--- src/rtl/alu_share_arb.sv ---
// ---------------------------------------------------------------------------
// alu_share_arb
//
// Two requesters share a single combinational 32-bit ALU. Each cycle at most
// one requester is granted; its operands go through the ALU and the result is
// captured in that requester's one-entry result slot at the same clock edge.
// Contention between two eligible requesters is settled by a round-robin
// priority pointer that always points at the port that lost the last grant.
//
// Handshake semantics (both request and response channels):
//   A transfer happens on a rising clk edge where valid and ready are both
//   high. The producer holds valid and its payload stable until the transfer.
//   ready may depend combinationally on valid.
//
// Ports (i in {0,1}):
//   clk, rst           clock (rising edge), asynchronous active-high reset
//   req<i>_valid/ready request handshake
//   req<i>_a/_b/_op    operands and 4-bit opcode
//   resp<i>_valid/ready response handshake (valid == slot occupied)
//   resp<i>_result     registered ALU result
//   resp<i>_overflow   registered signed overflow flag
//   acc_cnt<i>         saturating count of accepted requests
// ---------------------------------------------------------------------------
module alu_share_arb #(
    parameter int unsigned RESET_PRIO = 0
) (
    input  logic        clk,
    input  logic        rst,

    input  logic        req0_valid,
    output logic        req0_ready,
    input  logic [31:0] req0_a,
    input  logic [31:0] req0_b,
    input  logic [3:0]  req0_op,
    output logic        resp0_valid,
    input  logic        resp0_ready,
    output logic [31:0] resp0_result,
    output logic        resp0_overflow,
    output logic [15:0] acc_cnt0,

    input  logic        req1_valid,
    output logic        req1_ready,
    input  logic [31:0] req1_a,
    input  logic [31:0] req1_b,
    input  logic [3:0]  req1_op,
    output logic        resp1_valid,
    input  logic        resp1_ready,
    output logic [31:0] resp1_result,
    output logic        resp1_overflow,
    output logic [15:0] acc_cnt1
);

    localparam logic       RESET_PTR = (RESET_PRIO != 0);

    localparam logic [3:0] OP_ADD  = 4'b0000;
    localparam logic [3:0] OP_SUB  = 4'b1000;
    localparam logic [3:0] OP_SLL  = 4'b0001;
    localparam logic [3:0] OP_SLT  = 4'b0010;
    localparam logic [3:0] OP_SLTU = 4'b0011;
    localparam logic [3:0] OP_XOR  = 4'b0100;
    localparam logic [3:0] OP_SRL  = 4'b0101;
    localparam logic [3:0] OP_SRA  = 4'b1101;
    localparam logic [3:0] OP_OR   = 4'b0110;
    localparam logic [3:0] OP_AND  = 4'b0111;
    localparam logic [3:0] OP_PASS = 4'b1001;

    // ------------------------------------------------------------------
    // State
    // ------------------------------------------------------------------
    logic        ptr_q, ptr_d;              // port that wins the next tie
    logic        slot0_valid_q, slot0_valid_d;
    logic        slot1_valid_q, slot1_valid_d;
    logic [31:0] result0_q, result0_d;
    logic [31:0] result1_q, result1_d;
    logic        ovf0_q, ovf0_d;
    logic        ovf1_q, ovf1_d;
    logic [15:0] cnt0_q, cnt0_d;
    logic [15:0] cnt1_q, cnt1_d;

    // ------------------------------------------------------------------
    // Arbitration
    // ------------------------------------------------------------------
    logic drain0, drain1;
    logic elig0, elig1;
    logic grant0, grant1;

    assign drain0 = slot0_valid_q && resp0_ready;
    assign drain1 = slot1_valid_q && resp1_ready;

    // A port may issue when its slot is free, or is being emptied this cycle.
    assign elig0 = req0_valid && (!slot0_valid_q || resp0_ready);
    assign elig1 = req1_valid && (!slot1_valid_q || resp1_ready);

    // rst gating keeps ready low for the whole asynchronous reset window,
    // not just from the next edge onward.
    assign grant0 = !rst && elig0 && (!elig1 || (ptr_q == 1'b0));
    assign grant1 = !rst && elig1 && (!elig0 || (ptr_q == 1'b1));

    assign req0_ready = grant0;
    assign req1_ready = grant1;

    // ------------------------------------------------------------------
    // Shared ALU, fed by whichever port is granted
    // ------------------------------------------------------------------
    logic [31:0] alu_a, alu_b;
    logic [3:0]  alu_op;
    logic [31:0] alu_sum, alu_diff, alu_res;
    logic [4:0]  alu_shamt;
    logic        alu_ovf;

    always_comb begin
        alu_a  = grant1 ? req1_a  : req0_a;
        alu_b  = grant1 ? req1_b  : req0_b;
        alu_op = grant1 ? req1_op : req0_op;
    end

    assign alu_sum   = alu_a + alu_b;
    assign alu_diff  = alu_a - alu_b;
    assign alu_shamt = alu_b[4:0];

    always_comb begin
        alu_res = alu_sum;
        case (alu_op)
            OP_ADD:  alu_res = alu_sum;
            OP_SUB:  alu_res = alu_diff;
            OP_SLL:  alu_res = alu_a << alu_shamt;
            OP_SLT:  alu_res = {31'd0, ($signed(alu_a) < $signed(alu_b))};
            OP_SLTU: alu_res = {31'd0, (alu_a < alu_b)};
            OP_XOR:  alu_res = alu_a ^ alu_b;
            OP_SRL:  alu_res = alu_a >> alu_shamt;
            OP_SRA:  alu_res = $unsigned($signed(alu_a) >>> alu_shamt);
            OP_OR:   alu_res = alu_a | alu_b;
            OP_AND:  alu_res = alu_a & alu_b;
            OP_PASS: alu_res = alu_b;
            default: alu_res = alu_sum;
        endcase
    end

    // Overflow reports the subtractor for SUB and the adder for everything
    // else, independent of which result is selected.
    always_comb begin
        if (alu_op == OP_SUB) begin
            alu_ovf = (alu_a[31] != alu_b[31]) && (alu_diff[31] != alu_a[31]);
        end else begin
            alu_ovf = (alu_a[31] == alu_b[31]) && (alu_sum[31] != alu_a[31]);
        end
    end

    // ------------------------------------------------------------------
    // Next-state logic
    // ------------------------------------------------------------------
    always_comb begin
        ptr_d         = ptr_q;
        slot0_valid_d = slot0_valid_q;
        slot1_valid_d = slot1_valid_q;
        result0_d     = result0_q;
        result1_d     = result1_q;
        ovf0_d        = ovf0_q;
        ovf1_d        = ovf1_q;
        cnt0_d        = cnt0_q;
        cnt1_d        = cnt1_q;

        // Pointer moves to the loser only when someone was granted.
        if (grant0) begin
            ptr_d = 1'b1;
        end else if (grant1) begin
            ptr_d = 1'b0;
        end

        // A load wins over a drain so a same-cycle drain+reload stays valid.
        if (grant0) begin
            slot0_valid_d = 1'b1;
            result0_d     = alu_res;
            ovf0_d        = alu_ovf;
            if (cnt0_q != 16'hFFFF) begin
                cnt0_d = cnt0_q + 16'd1;
            end
        end else if (drain0) begin
            slot0_valid_d = 1'b0;
        end

        if (grant1) begin
            slot1_valid_d = 1'b1;
            result1_d     = alu_res;
            ovf1_d        = alu_ovf;
            if (cnt1_q != 16'hFFFF) begin
                cnt1_d = cnt1_q + 16'd1;
            end
        end else if (drain1) begin
            slot1_valid_d = 1'b0;
        end
    end

    always_ff @(posedge clk or posedge rst) begin
        if (rst) begin
            ptr_q         <= RESET_PTR;
            slot0_valid_q <= 1'b0;
            slot1_valid_q <= 1'b0;
            result0_q     <= 32'd0;
            result1_q     <= 32'd0;
            ovf0_q        <= 1'b0;
            ovf1_q        <= 1'b0;
            cnt0_q        <= 16'd0;
            cnt1_q        <= 16'd0;
        end else begin
            ptr_q         <= ptr_d;
            slot0_valid_q <= slot0_valid_d;
            slot1_valid_q <= slot1_valid_d;
            result0_q     <= result0_d;
            result1_q     <= result1_d;
            ovf0_q        <= ovf0_d;
            ovf1_q        <= ovf1_d;
            cnt0_q        <= cnt0_d;
            cnt1_q        <= cnt1_d;
        end
    end

    // ------------------------------------------------------------------
    // Outputs
    // ------------------------------------------------------------------
    assign resp0_valid    = slot0_valid_q;
    assign resp1_valid    = slot1_valid_q;
    assign resp0_result   = result0_q;
    assign resp1_result   = result1_q;
    assign resp0_overflow = ovf0_q;
    assign resp1_overflow = ovf1_q;
    assign acc_cnt0       = cnt0_q;
    assign acc_cnt1       = cnt1_q;

endmodule

--- config.mk ---
export PLATFORM = sky130hd
export DESIGN_NAME = alu_share_arb
export DESIGN_NICKNAME = d
export VERILOG_FILES = /design/src/rtl/alu_share_arb.sv
export SDC_FILE = /design/constraint.sdc
export NUM_CORES = 1
export LEC_CHECK = 0
export CELL_PAD_IN_SITES_DETAIL_PLACEMENT = 1
export CELL_PAD_IN_SITES_GLOBAL_PLACEMENT = 2
export CORE_MARGIN = 4
export CORE_UTILIZATION = 30
export DETAILED_ROUTE_END_ITERATION = 8
export PLACE_DENSITY_LB_ADDON = 0.15
export SYNTH_ARGS = -nofsm -noshare
export SYNTH_HDL_FRONTEND = slang
export SYNTH_SLANG_ARGS = --single-unit
export TNS_END_PERCENT = 5
--- constraint.sdc ---
create_clock -name clk -period 10.75 [get_ports clk]
set_clock_uncertainty 0.15 [all_clocks]
set_input_delay 3.225 -clock clk [delete_from_list [all_inputs] [get_ports clk]]
set_output_delay 3.225 -clock clk [all_outputs]
set_load 0.005 [all_outputs]
### After elaboration in Yosys (flattened, before gate mapping)

Cells that the tools add are included.

* add/subtract/negate cells: 4
* magnitude comparators: 2
* equality and inequality tests: 16
* shifts and indexed selects: 3
* muxes and demuxes: 11
* bitwise operators: 4
* reduce and logical (&&, ||, !) cells: 24

Operators with widths (number)
* one-hot mux 32 bit (10 select lines): 1
* less-than comparator 32 bit: 2
* two-way mux 32 bit: 2
* adder 16 x 1 -> 16 bit, second input constant: 2
* adder 32 bit: 1
* AND 32 bit: 1
* inequality test 16 bit, second input constant: 2
* OR 32 bit: 1
* << shifter 32 x 5 -> 32 bit: 1
* >> shifter 32 x 5 -> 32 bit: 1
* >>> shifter 32 x 5 -> 32 bit: 1
* subtractor 32 bit: 1
* bitwise XOR 32 bit: 1
* == test 4 x 3 -> 1 bit, second input constant: 4
* == test 4 bit, second input constant: 3
* logical AND 1 bit: 10
* == test 4 x 2 -> 1 bit, second input constant: 2
* two-way mux 1 bit: 7
* nonzero test 2 bit: 3
* zero test 1 bit: 5
* == test 4 x 1 -> 1 bit, second input constant: 1
* logical OR 1 bit: 4
* two-way mux 4 bit: 1
* AND reduction 2 bit: 2
* 3 further kinds: 5

* bits in registers: 101
* input port bits: 142
* output and inout bits: 102
* word-level logic and storage cells: 73

### Depth between registers and ports, before layout

* depth in word-level cells: 11
* mapped depth: 24
* mapped depth without buffers: 17

### Worst setup path before layout

No wires, ideal clock.

* kind: input to output
* start point: input req1_valid
* end point: output req1_ready
* data arrival time: 5150 ps
* required time: 7375 ps
* slack: 2225 ps
* stages: 11
* buffers on the path: 8
* path through: nor2b_1 o211ai_2 buf_6 inv_4 buf_6 buf_4 buf_2 buf_2 buf_2 buf_2 buf_1

* longest elaborated chain between the ends: 3

RTL lines
* start, declared: RTL line 41 `input logic req1_valid,`
* logical AND 1 bit: RTL line 92 `assign elig1 = req1_valid && (!slot1_valid_q || resp1_ready);`
* logical AND 1 bit (2 in series): RTL line 97 `assign grant1 = !rst && elig1 && (!elig0 || (ptr_q == 1'b1));`
* end, declared: RTL line 42 `output logic req1_ready,`

No other way between the ends.

### Final worst setup path

* start point: input rst
* end point: output req1_ready

* longest elaborated chain between the ends: 3

RTL lines
* start, declared: RTL line 28 `input logic rst,`
* zero test 1 bit (no source line)
* logical AND 1 bit (2 in series): RTL line 97

No other way between the ends.

==> results.yml <==
logic_synthesis:
  netlist_instances: 2224
  synth_compound_area_share_pct: 28.3
  synth_top_family_by_area: "compound AO/OA/AOI/OAI gates"
  synth.mux.area_fraction_pct: 17.0
  synth_ff_type: "dfrtp_1"
  synth_cell_type_count: 89
  ys_top_cells_by_area: "dfrtp_1 (15%), mux2i_1 (9.0%), ha_1 (7.5%)"
  yosys.area_share.simple_pct: 22.0
  ys_ff_latch: 101
  synthAdderAreaFrac_pct: 7.77
  netlist.area_leader.share_pct: 15.4
  synth.yosys.warnings: 0
  synth_xor_area_share_pct: 2.71
  synth_top_area_cell: "dfrtp_1"
  postSynthAreaPerCell_um2: 7.40
  netlist_area_um2: 16500
  seq_area_frac_synth_pct: 15.4
  async_reset_ff_share_pct: 100
  synth_edf_count: 0
  syn_nets: 2467
placed_design:
  gp_congestion: 0.957
  dpl.hpwl_um: 71500
  port_buffers: 243
  post-place-ws_ns: 1.45
  dpl-instance-area_um2: 19500
sta:
  grt_setup_unrepaired: "false"
  min_period_ns: 8.98
  finalCritPeriodShare_pct: 83.6
  tightest_slew_ns: 1.31
  fin_ws_ns: 1.77
  hold_violations: 0
  setup_viol: 0
  whs_ns: 0.333
  max_freq_mhz: 111
  final.setup.tns_ns: 0
  drv_slew: 0
  relSlewSlack_pct: 12.3
hold_path:
  min_path_cells: 2
  hold_class: "reg2reg"
  worstHoldEndpoint: "resp0_result[17]"
  hold_start: "resp0_result[17]"
route:
  wire_per_inst_um: 29.8
  dr.pass1.iters: 5
  route.detailed.drc: 0
  via_per_inst: 6.20
  drtIter0Drc: 1763
  drt-total-wl_um: 91400
  vias: 19001
  final_antenna_net_count: 0
run:
  drv_cap: 0
clocking:
  cts_max_level: 3
  numCtsBuffers: 9
  cts_root_buf: "clkbuf_16"
  cts_hold_buf: 0
  cts_tree: "built"
  cts_setup_buffers: 0
  clk_pin_slew_worst_paths_ns: 0.08
  cts_resized: 0
  cts_sinks: 101
  cts_max_path_buffers: 2
  clock_latency_ns: 0.37
global_route:
  grt_overflow: 0
  grt_pass1_vias: 19260
  grt_pass1_wl_um: 135000
  grt_max_degree: 94
  antenna_found_initial: 1
  grtUsageTotal_pct: 29.9
final_layout:
  nFillCells: 6631
  final_cell_area_um2: 19800
  diodes: 0
  area_growth_pct: 20.2
  drive_gt1_share_pct: 8.53
  final_nets: 2605
die:
  start_util_pct: 30.5
  die_h_um: 242
  ioPinCount: 244
  die_area_um2: 58700
  dieWidth_um: 242
  core_um2: 54000
  num_rows: 85
run_status:
  status: "finished clean"
worst_setup_path:
  cp-end-kind: "output port"
  path_max_fanout: 41
  startpoint_type: "input pin"
  r2r.worst_path.cells: 17
  arrival_ns: 5.61
  reg2reg_slack_ns: 4.83
  cp.required_ns: 7.38
  reg2reg_to: "resp1_result[18]"
  r2r_start: "resp0_valid"
  worst-setup-path-type: "in2out"
power:
  leakage_nw: 8.12
  vdd_ir_drop_max_mv: 0.0899
  powerDensity_nw_per_um2: 128
==> final cells by class <==
cell class / instances / area [µm²] / share of cell area, %
Sequential cell: 101 / 2530 / 12.8
Timing Repair Buffer: 297 / 2830 / 14.3
Inverter: 104 / 398 / 2.01
Tap cell: 696 / 871 / 4.40
Multi-Input combinational cell: 1849 / 12800 / 64.9
Clock inverter: 7 / 88.8 / 0.449
Clock buffer: 9 / 225 / 1.14
==> logic make-up (layout without fill, tap and decap cells) <==
logic type	after synthesis	after routing
compound gates	685	685
xor+xnor	51	51
fa+ha+maj	101	101
buf+inv	274	417
flops	101	101
mux	240	240
simple gates	772	772
==> layout by cell type, fill, tap and decap left out, types with 10 or more instances in the layout <==
cell             count
and3_1              17
clkdlybuf4s50_1    239
a211o_1             18
nor2b_1             36
xor2_1              14
a22oi_1             15
buf_4               53
a21oi_1            156
mux2_2              66
nor2_1             184
inv_1               93
ha_1                99
o221ai_1            14
o211ai_1            44
or3_1               13
nor4_1              13
a221oi_1            20
mux2i_1            141
o21ai_0            123
nand3b_1            10
a21o_1              17
and2_1              28
nand3_1             80
nand4_1             10
mux4_2              22
a211oi_1            52
dfrtp_1            101
o22ai_1             18
nand2b_1            22
xnor2_1             37
nand2_1            250
o21bai_1            12
o2111ai_1           12
a2111oi_0           13
a31oi_1             42
o31ai_1             16
nor3_1              80
==> how the worst max path moves through the flow <==
stage               depth (start not counted)               end        from
floorplan                                  11        req1_ready  req1_valid
global placement                           18  resp0_result[18]         rst
detailed placement                         18  resp0_result[26]         rst
CTS                                         6        req1_ready         rst
global route                               18  resp0_result[18]         rst
finish                                      6        req1_ready         rst
==> routing by layer <==
layer	GRT usage, %	up-vias	part of all wire [%]
li1	-	8530	-
met1	40.1	9601	44
met2	48.2	709	45
met3	4.11	161	5.9
met4	12.7	0	4.8
met5	0	-	0
==> flip-flops by register name (all words and copies together), names as in the netlist <==
| signal | cells |
|---|---|
| acc_cnt0 | 16 |
| resp0_result | 32 |
| resp0_overflow | 1 |
| acc_cnt1 | 16 |
| resp1_overflow | 1 |
| resp1_result | 32 |
| ptr_q | 1 |
| resp1_valid | 1 |
| resp0_valid | 1 |
==> through the flow <==
stage,utilization [%],power (mW),std cells
detailed placement,36.0,2.16,3047
global placement,36.0,2.14,3047
global route,36.6,2.68,3063
CTS,36.6,2.52,3063
floorplan,-,1.40,2224
finish,36.6,2.53,3063
==> worst max-delay path, cell delays in order <==
cell and delay, ns:
clkdlybuf4s50_1 0.47, nor2b_1 0.28, o211ai_4 0.17, inv_6 0.36, buf_4 0.40, clkdlybuf4s50_1 0.57
==> report_power, final <==
part	switching (mW)	total, mW	internal [mW]
Combinational	0.941	1.58	0.641
Sequential	0.106	0.597	0.491
Clock	0.179	0.347	0.168
==> cell usage after synthesis, types with 6 or more instances <==
cell type	n
and2_1	28
ha_1	99
o211ai_1	44
dfrtp_1	101
nor3_1	80
nand3b_1	10
mux2_2	66
o21a_1	8
a31oi_1	42
a21o_1	17
or3_1	13
clkbuf_1	98
o31ai_1	16
and3_1	17
a311oi_1	8
a221o_1	9
nand3_1	80
o2bb2ai_1	7
o221ai_1	14
o21bai_1	12
nor2_1	184
o21ai_0	123
a22oi_1	15
nand4_1	10
xor2_1	14
buf_2	47
buf_6	6
a32oi_1	8
a211o_1	18
a21oi_1	156
a2111oi_0	16
buf_1	17
nor4_1	13
nand2b_1	22
xnor2_1	37
nand2_1	250
o22ai_1	18
a221oi_1	20
nor3b_1	7
o2111ai_1	12
mux4_2	22
mux2i_1	148
nor2b_1	36
inv_1	95
a211oi_1	52
(Power assumes the default switching activity.)
